$ cat config.mk
export PLATFORM = sky130hd
export DESIGN_NAME = usb_rx_data_buffer_flat
export DESIGN_NICKNAME = d
export VERILOG_FILES = /design/src/rtl/usb_rx_data_buffer_if.sv /design/src/rtl/usb_rx_data_buffer.sv /design/src/flat_wrapper.sv
export SDC_FILE = /design/constraint.sdc
export NUM_CORES = 1
export LEC_CHECK = 0
export ABC_AREA = 1
export BUFFER_PORTS_ARGS = -buffer_cell sky130_fd_sc_hd__buf_2
export CORE_ASPECT_RATIO = 0.75
export CORE_UTILIZATION = 40
export DETAILED_ROUTE_END_ITERATION = 10
export PLACE_DENSITY = 0.61
export RECOVER_POWER = 50
export SLEW_MARGIN = 20
export SYNTH_ARGS = -nofsm -noshare
export SYNTH_HDL_FRONTEND = slang
export SYNTH_SLANG_ARGS = --single-unit
$ cat constraint.sdc
create_clock -name clk -period 4.55 [get_ports clk]
set_clock_uncertainty 0.1 [all_clocks]
set_input_delay 0.91 -clock clk [delete_from_list [all_inputs] [get_ports clk]]
set_output_delay 0.91 -clock clk [all_outputs]
set_load 0.01 [all_outputs]
$ cat src/rtl/usb_rx_data_buffer_if.sv
// Byte-stream and reader signals between usb_rx, the rx data buffer and the endpoint-side reader.
interface usb_rx_data_buffer_if #(
  parameter int ADDR_W = 6
);
  logic              store_rx_packet;
  logic [7:0]        rx_packet_data;
  logic              packet_done;
  logic              r_error;
  logic              get_rx_data;
  logic              flush;
  logic [7:0]        rx_data;
  logic [ADDR_W:0]   buffer_occupancy;
  logic              rx_data_valid;
  logic              overflow;

  modport master (
    output store_rx_packet, rx_packet_data, packet_done, r_error, get_rx_data, flush,
    input  rx_data, buffer_occupancy, rx_data_valid, overflow
  );

  modport slave (
    input  store_rx_packet, rx_packet_data, packet_done, r_error, get_rx_data, flush,
    output rx_data, buffer_occupancy, rx_data_valid, overflow
  );
endinterface

$ cat src/rtl/usb_rx_data_buffer.sv
// Packet-aware byte FIFO: bytes stay pending until packet_done commits them or r_error
// rolls the write pointer back to the commit boundary.
module usb_rx_data_buffer #(
  parameter int DEPTH  = 64,
  parameter int ADDR_W = 6
) (
  input  logic                clk,
  input  logic                n_rst,
  usb_rx_data_buffer_if.slave bus
);
  localparam int CW = ADDR_W + 1;

  logic [7:0]        mem [DEPTH];
  logic [ADDR_W-1:0] rptr, cptr, wptr;
  logic [ADDR_W-1:0] rptr_n, cptr_n, wptr_n;
  logic [CW-1:0]     c_cnt, p_cnt, c_cnt_n, p_cnt_n;
  logic              ovf, ovf_n;
  logic              full, do_store, do_pop;
  logic [CW:0]       used;

  // Full/empty come from the counters only; pointers alias when wrapped.
  assign used     = {1'b0, c_cnt} + {1'b0, p_cnt};
  assign full     = (used == (CW+1)'(DEPTH));
  assign do_store = bus.store_rx_packet && !full;
  assign do_pop   = bus.get_rx_data && (c_cnt != '0);

  always_comb begin
    rptr_n  = rptr + ADDR_W'(do_pop);
    cptr_n  = cptr;
    wptr_n  = wptr + ADDR_W'(do_store);
    c_cnt_n = c_cnt - CW'(do_pop);
    p_cnt_n = p_cnt + CW'(do_store);
    ovf_n   = ovf | (bus.store_rx_packet && full);
    if (bus.r_error) begin
      wptr_n  = cptr;
      p_cnt_n = '0;
    end else if (bus.packet_done) begin
      // A store in the commit cycle is folded into the packet.
      cptr_n  = wptr + ADDR_W'(do_store);
      c_cnt_n = c_cnt - CW'(do_pop) + p_cnt + CW'(do_store);
      p_cnt_n = '0;
    end
  end

  always_ff @(posedge clk) begin
    if (n_rst || bus.flush) begin
      rptr  <= '0;
      cptr  <= '0;
      wptr  <= '0;
      c_cnt <= '0;
      p_cnt <= '0;
      ovf   <= 1'b0;
    end else begin
      rptr  <= rptr_n;
      cptr  <= cptr_n;
      wptr  <= wptr_n;
      c_cnt <= c_cnt_n;
      p_cnt <= p_cnt_n;
      ovf   <= ovf_n;
    end
  end

  always_ff @(posedge clk) begin
    if (!n_rst && !bus.flush && do_store)
      mem[wptr] <= bus.rx_packet_data;
  end

  assign bus.rx_data          = (c_cnt != '0) ? mem[rptr] : 8'h00;
  assign bus.buffer_occupancy = c_cnt;
  assign bus.rx_data_valid    = (c_cnt != '0);
  assign bus.overflow         = ovf;
endmodule

$ cat src/flat_wrapper.sv
// flat-port wrapper written by rule: the top's interface ports become plain ports
module usb_rx_data_buffer_flat 
#(
  parameter int DEPTH  = 64,
  parameter int ADDR_W = 6
)
  (clk, n_rst, bus_store_rx_packet, bus_rx_packet_data, bus_packet_done, bus_r_error, bus_get_rx_data, bus_flush, bus_rx_data, bus_buffer_occupancy, bus_rx_data_valid, bus_overflow);
  usb_rx_data_buffer_if #(.ADDR_W(ADDR_W)) bus_i ();
  input  logic clk;
  input  logic n_rst;
  input wire logic [$bits(bus_i.store_rx_packet)-1:0] bus_store_rx_packet;
  input wire logic [$bits(bus_i.rx_packet_data)-1:0] bus_rx_packet_data;
  input wire logic [$bits(bus_i.packet_done)-1:0] bus_packet_done;
  input wire logic [$bits(bus_i.r_error)-1:0] bus_r_error;
  input wire logic [$bits(bus_i.get_rx_data)-1:0] bus_get_rx_data;
  input wire logic [$bits(bus_i.flush)-1:0] bus_flush;
  output wire logic [$bits(bus_i.rx_data)-1:0] bus_rx_data;
  output wire logic [$bits(bus_i.buffer_occupancy)-1:0] bus_buffer_occupancy;
  output wire logic [$bits(bus_i.rx_data_valid)-1:0] bus_rx_data_valid;
  output wire logic [$bits(bus_i.overflow)-1:0] bus_overflow;
  assign bus_i.store_rx_packet = bus_store_rx_packet;
  assign bus_i.rx_packet_data = bus_rx_packet_data;
  assign bus_i.packet_done = bus_packet_done;
  assign bus_i.r_error = bus_r_error;
  assign bus_i.get_rx_data = bus_get_rx_data;
  assign bus_i.flush = bus_flush;
  assign bus_rx_data = bus_i.rx_data;
  assign bus_buffer_occupancy = bus_i.buffer_occupancy;
  assign bus_rx_data_valid = bus_i.rx_data_valid;
  assign bus_overflow = bus_i.overflow;
  usb_rx_data_buffer #(.DEPTH(DEPTH), .ADDR_W(ADDR_W)) u_core (.clk(clk), .n_rst(n_rst), .bus(bus_i));
endmodule
==> results <==
- The count of mapped cells out of synthesis is 2279.
- For this block, the initial DRC count from the detailed router was 1950.
- A synthesized cell averages 10.40 µm².
- In the final layout, flip-flops and latches occupy approximately 16000 µm².
- The die is 212.8 µm tall.
- Dividing the detail-routed wire length by the instance count gives 20.42 µm.
- The repair_antennas step left the layout with diodes totalling 0.
- Clock-pin slew was measured on the worst setup and hold paths at 0.06 ns.
- The final count of hold timing violations is 0.
- The multi-input combinational cell area is approximately 6500 µm².
- Leaving out fill and tap cells, the most frequent cell in the layout is sky130_fd_sc_hd__nand2_1.
- The total number of clock tree sinks is 545.
- The number of vias after detailed routing is 16370.
- The synthesized design contains between 500 and 600 enable-type register cells.
- In the synthesized netlist the dominant register cell turns out to be sky130_fd_sc_hd__edfxtp_1.
- The post-route netlist has 6.258% of its cells at a drive strength greater than 1.
- The first-pass GRT wire length is roughly 97000 µm.
- Internal power comes to 7.951 mW.
- The tree is rooted in a sky130_fd_sc_hd__clkbuf_16.
- The via count of the first global-routing pass is ~15000.
- The starting density of the core is ~41%.
- The sequential share of the synthesized area is 67.64%.
- Counting the fill cells in the layout gives 5410.
- 32 I/O pins were placed.
- Summed over all nets, the switching power comes to 2.420 mW.
- The synthesized design devotes to its leading area cell type 64.85% of total area.
- The first detailed-routing pass ran for 5 iterations.
- The delay of the slowest critical-path stage is 0.49 ns.
- The smallest clock period supported by the final layout is computed as 4.314 ns.
- IR analysis of the VDD net gives a maximum drop of 0.3037 mV.
- The count of buffers inserted at the top-level ports is 31.
- For this design, the slowest cell found on the critical path is sky130_fd_sc_hd__inv_4.
- The number of antenna-violating nets in the routed design is 0.
- After the last flow step, the layout net total stands at around 2300.
- Ranked by total cell area, the synthesized netlist is headed by sky130_fd_sc_hd__edfxtp_1, sky130_fd_sc_hd__nand2_1, sky130_fd_sc_hd__nor2_1.
- Global routing used 21.27% of the available tracks across all layers.
- In this run the horizontal extent of the chip is 283.1 µm.
- The number of hold buffers added after CTS is 0.
- The global placement routability congestion is 0.8761.
- Dividing total power by cell area gives a power density of 396.7 nW/µm².
- The worst setup path is launched from a flop.
- After routing the design area is 26140 µm².
- The share of total power dissipated in combinational logic is 7.1%.
- The highest clock frequency the design can meet is roughly 230 MHz.
- The max-capacitance violation count is 12.
- The critical path start-end classification is reg -> out.
- The top cell types in the final layout, fill and taps aside, are sky130_fd_sc_hd__nand2_1, sky130_fd_sc_hd__edfxtp_1, sky130_fd_sc_hd__nor2_1, sky130_fd_sc_hd__nand3_1, sky130_fd_sc_hd__inv_1.
- Gates resized during post-CTS repair numbered 0.
- The kind of end point of the critical path is an output port.
- The final critical path takes up 94.81% of the cycle.
- The initialized floorplan defines 76 standard-cell rows.
- The source of the critical timing path is u_core.rptr[1]$_SDFF_PP0_.
- Buffers inserted during clock tree synthesis total 51.
- The run finished, with violations left.
- The hold path startpoint is u_core.bus.overflow$_SDFF_PP0_.
- Of the total power, registers draw between 50% and 60%.
- The async set-or-reset flop fraction in the synthesized netlist is 0%.
- The startpoint identified for the worst register-to-register timing path is u_core.bus.buffer_occupancy[0]$_SDFF_PP0_.
- Counting along the longest clock path gives a buffer depth of 3.
- The placed instances occupy a cell area of approximately 25000 µm².
- Entering global routing, the biggest net connects 132 pins.
- Counting cells, the worst reg-to-reg path comes to 12.
- The biggest area contributor in the post-synthesis netlist is sky130_fd_sc_hd__edfxtp_1.
- The final reports fail on capacitance limit, slew limit.
- In this run switching power makes up 23.33% of total power.
- The area of the core is 58010 µm².
- The count of unresolved DRC violations after routing is 0.
- After synthesis the netlist holds a flip-flop and latch count of 545.
- Setup violations remaining at the end of the flow were counted as 0.
- Setup repair after global routing left no endpoint under its margin.
- CTS built an H-tree with a depth of 2.
- The die covers 60250 µm².
- At the later pin of the worst-skew pair, clock insertion delay measures 0.59 ns.
- The max-slew violation count was 439.
- The signal arrival time at the worst endpoint is 3.30 ns.
- The area growth from synthesis to layout is 10.28%.
- Summed over all layers, the global routing overflow is 0.
- In this run the worst hold path is classified as reg -> reg.
- The critical path goes through inv_4, buf_4, nand2_1, a21oi_1, nor2_1, nand2_1, nand3_1, a21oi_1, buf_2.
- The count of cells along the worst hold path is 2.
- The netlist area before placement is between 20000 and 25000 µm².
- The clock network fraction of total power is about two fifths.
- The CTS tree is yes.
- The sum of net half-perimeters after detailed placement is 39570 µm.
- The largest fanout on the critical path is 46.
- The initial antenna violation count came to 0.
- For this run, the number of Yosys warnings is 0.
- Once the clock tree was built, the setup fixing pass inserted 0 buffers.
- The average vias per placed instance is approximately 5.3.
- When the netlist entered floorplanning its net count stood at 2317.
- The slew at the pin closest to its max-slew limit is 2.674 ns.
- For the worst setup path, the data required time is 3.54 ns.
- The setup total negative slack is 0 ns.
- After detailed routing, the total wire length is 63570 µm.
- Counting distinct cell types in the post-synthesis netlist gives 33.
- The leakage power figure is 9.654 nW.
- The worst slew margin relative to its limit is -78.29%.
-- flip-flops by register name, indices dropped and copies added, names as in the netlist --
name and count:
u_core.bus.buffer_occupancy 7, u_core.rptr 6, u_core.mem 512, u_core.p_cnt 7
u_core.bus.overflow 1, u_core.cptr 6, u_core.wptr 6
-- Yosys cell counts, types with 11 or more instances --
cell type	instances
sky130_fd_sc_hd__clkbuf_1	29
sky130_fd_sc_hd__o21ai_0	115
sky130_fd_sc_hd__nand3_1	236
sky130_fd_sc_hd__buf_6	12
sky130_fd_sc_hd__dfxtp_1	33
sky130_fd_sc_hd__nor2_1	349
sky130_fd_sc_hd__xor2_1	11
sky130_fd_sc_hd__edfxtp_1	512
sky130_fd_sc_hd__buf_2	35
sky130_fd_sc_hd__a21oi_1	59
sky130_fd_sc_hd__nand2_1	623
sky130_fd_sc_hd__nor3_1	16
sky130_fd_sc_hd__buf_4	27
sky130_fd_sc_hd__inv_1	141
sky130_fd_sc_hd__buf_1	11
sky130_fd_sc_hd__ha_1	20
-- worst max-delay path, delay by kind of cell (launching register included) --
kind | cells | cell delay (ns)
buffers and inverters | 3 | 1.05
and+or+nand+nor | 4 | 0.65
AOI/OAI and AO/OA | 2 | 0.55
DFF | 1 | 0.46
-- power by group through the flow --
| stage | clock, mW | sequential [mW] | combinational, mW |
|---|---|---|---|
| final | 4.13 | 5.51 | 0.732 |
| after global routing | 4.35 | 5.51 | 0.808 |
| after CTS | 4.16 | 5.51 | 0.734 |
| after detailed placement | 0 | 5.61 | 0.731 |
| after global placement | 0 | 5.61 | 0.724 |
| after floorplan | 0 | 5.61 | 0.441 |
-- metrics by stage --
step	util [%]	hold slack, ns	instances	power [mW]	setup WS [ns]
after floorplan	-	0.3332	2279	6.052	1.361
after global placement	42.49	0.3420	3022	6.337	0.9471
after detailed placement	42.50	0.3496	3022	6.345	0.9357
after CTS	45.18	0.3646	3113	10.40	0.3008
after global routing	45.07	0.3765	3113	10.67	0.05873
final	45.07	0.3638	3113	10.37	0.2360
-- layer usage --
metal	global-route usage [%]	part of all wire, %	wire, µm
met1	31.88	46	29160
met2	30.82	42	26850
met3	5.545	10	6366
met4	4.585	1.9	1193
met5	0	0	0
-- area by class of cell --
type / instances / area share, %
well taps: 780 / 3.733
multi-input cells: 1472 / 24.85
clock buffers: 68 / 5.207
clock inverters: 23 / 0.7514
flip-flops and latches: 545 / 61.37
inverters: 148 / 2.154
repair buffers: 77 / 1.934
-- cell families (layout without fill, tap and decap cells) --
| logic type | after synthesis | after routing | share of synthesized area [%] |
|---|---|---|---|
| flip-flops | 545 | 545 | 67.64 |
| AO/OA/AOI/OAI | 185 | 185 | 3.953 |
| buffers and inverters | 262 | 316 | 5.141 |
| AND/OR/NAND/NOR | 1250 | 1250 | 21.44 |
| XOR/XNOR | 14 | 14 | 0.5172 |
| adder cells (fa/ha/maj) | 23 | 23 | 1.309 |
-- worst paths after layout --
kind                                                        to  slack, ns
worst min-delay path            u_core.bus.overflow$_SDFF_PP0_       0.36
worst max-delay path                            bus_rx_data[5]       0.24
worst min register to register  u_core.bus.overflow$_SDFF_PP0_       0.36
worst max register to register     u_core.mem[58][3]$_DFFE_PP_       0.46
(Power assumes the default switching activity.)
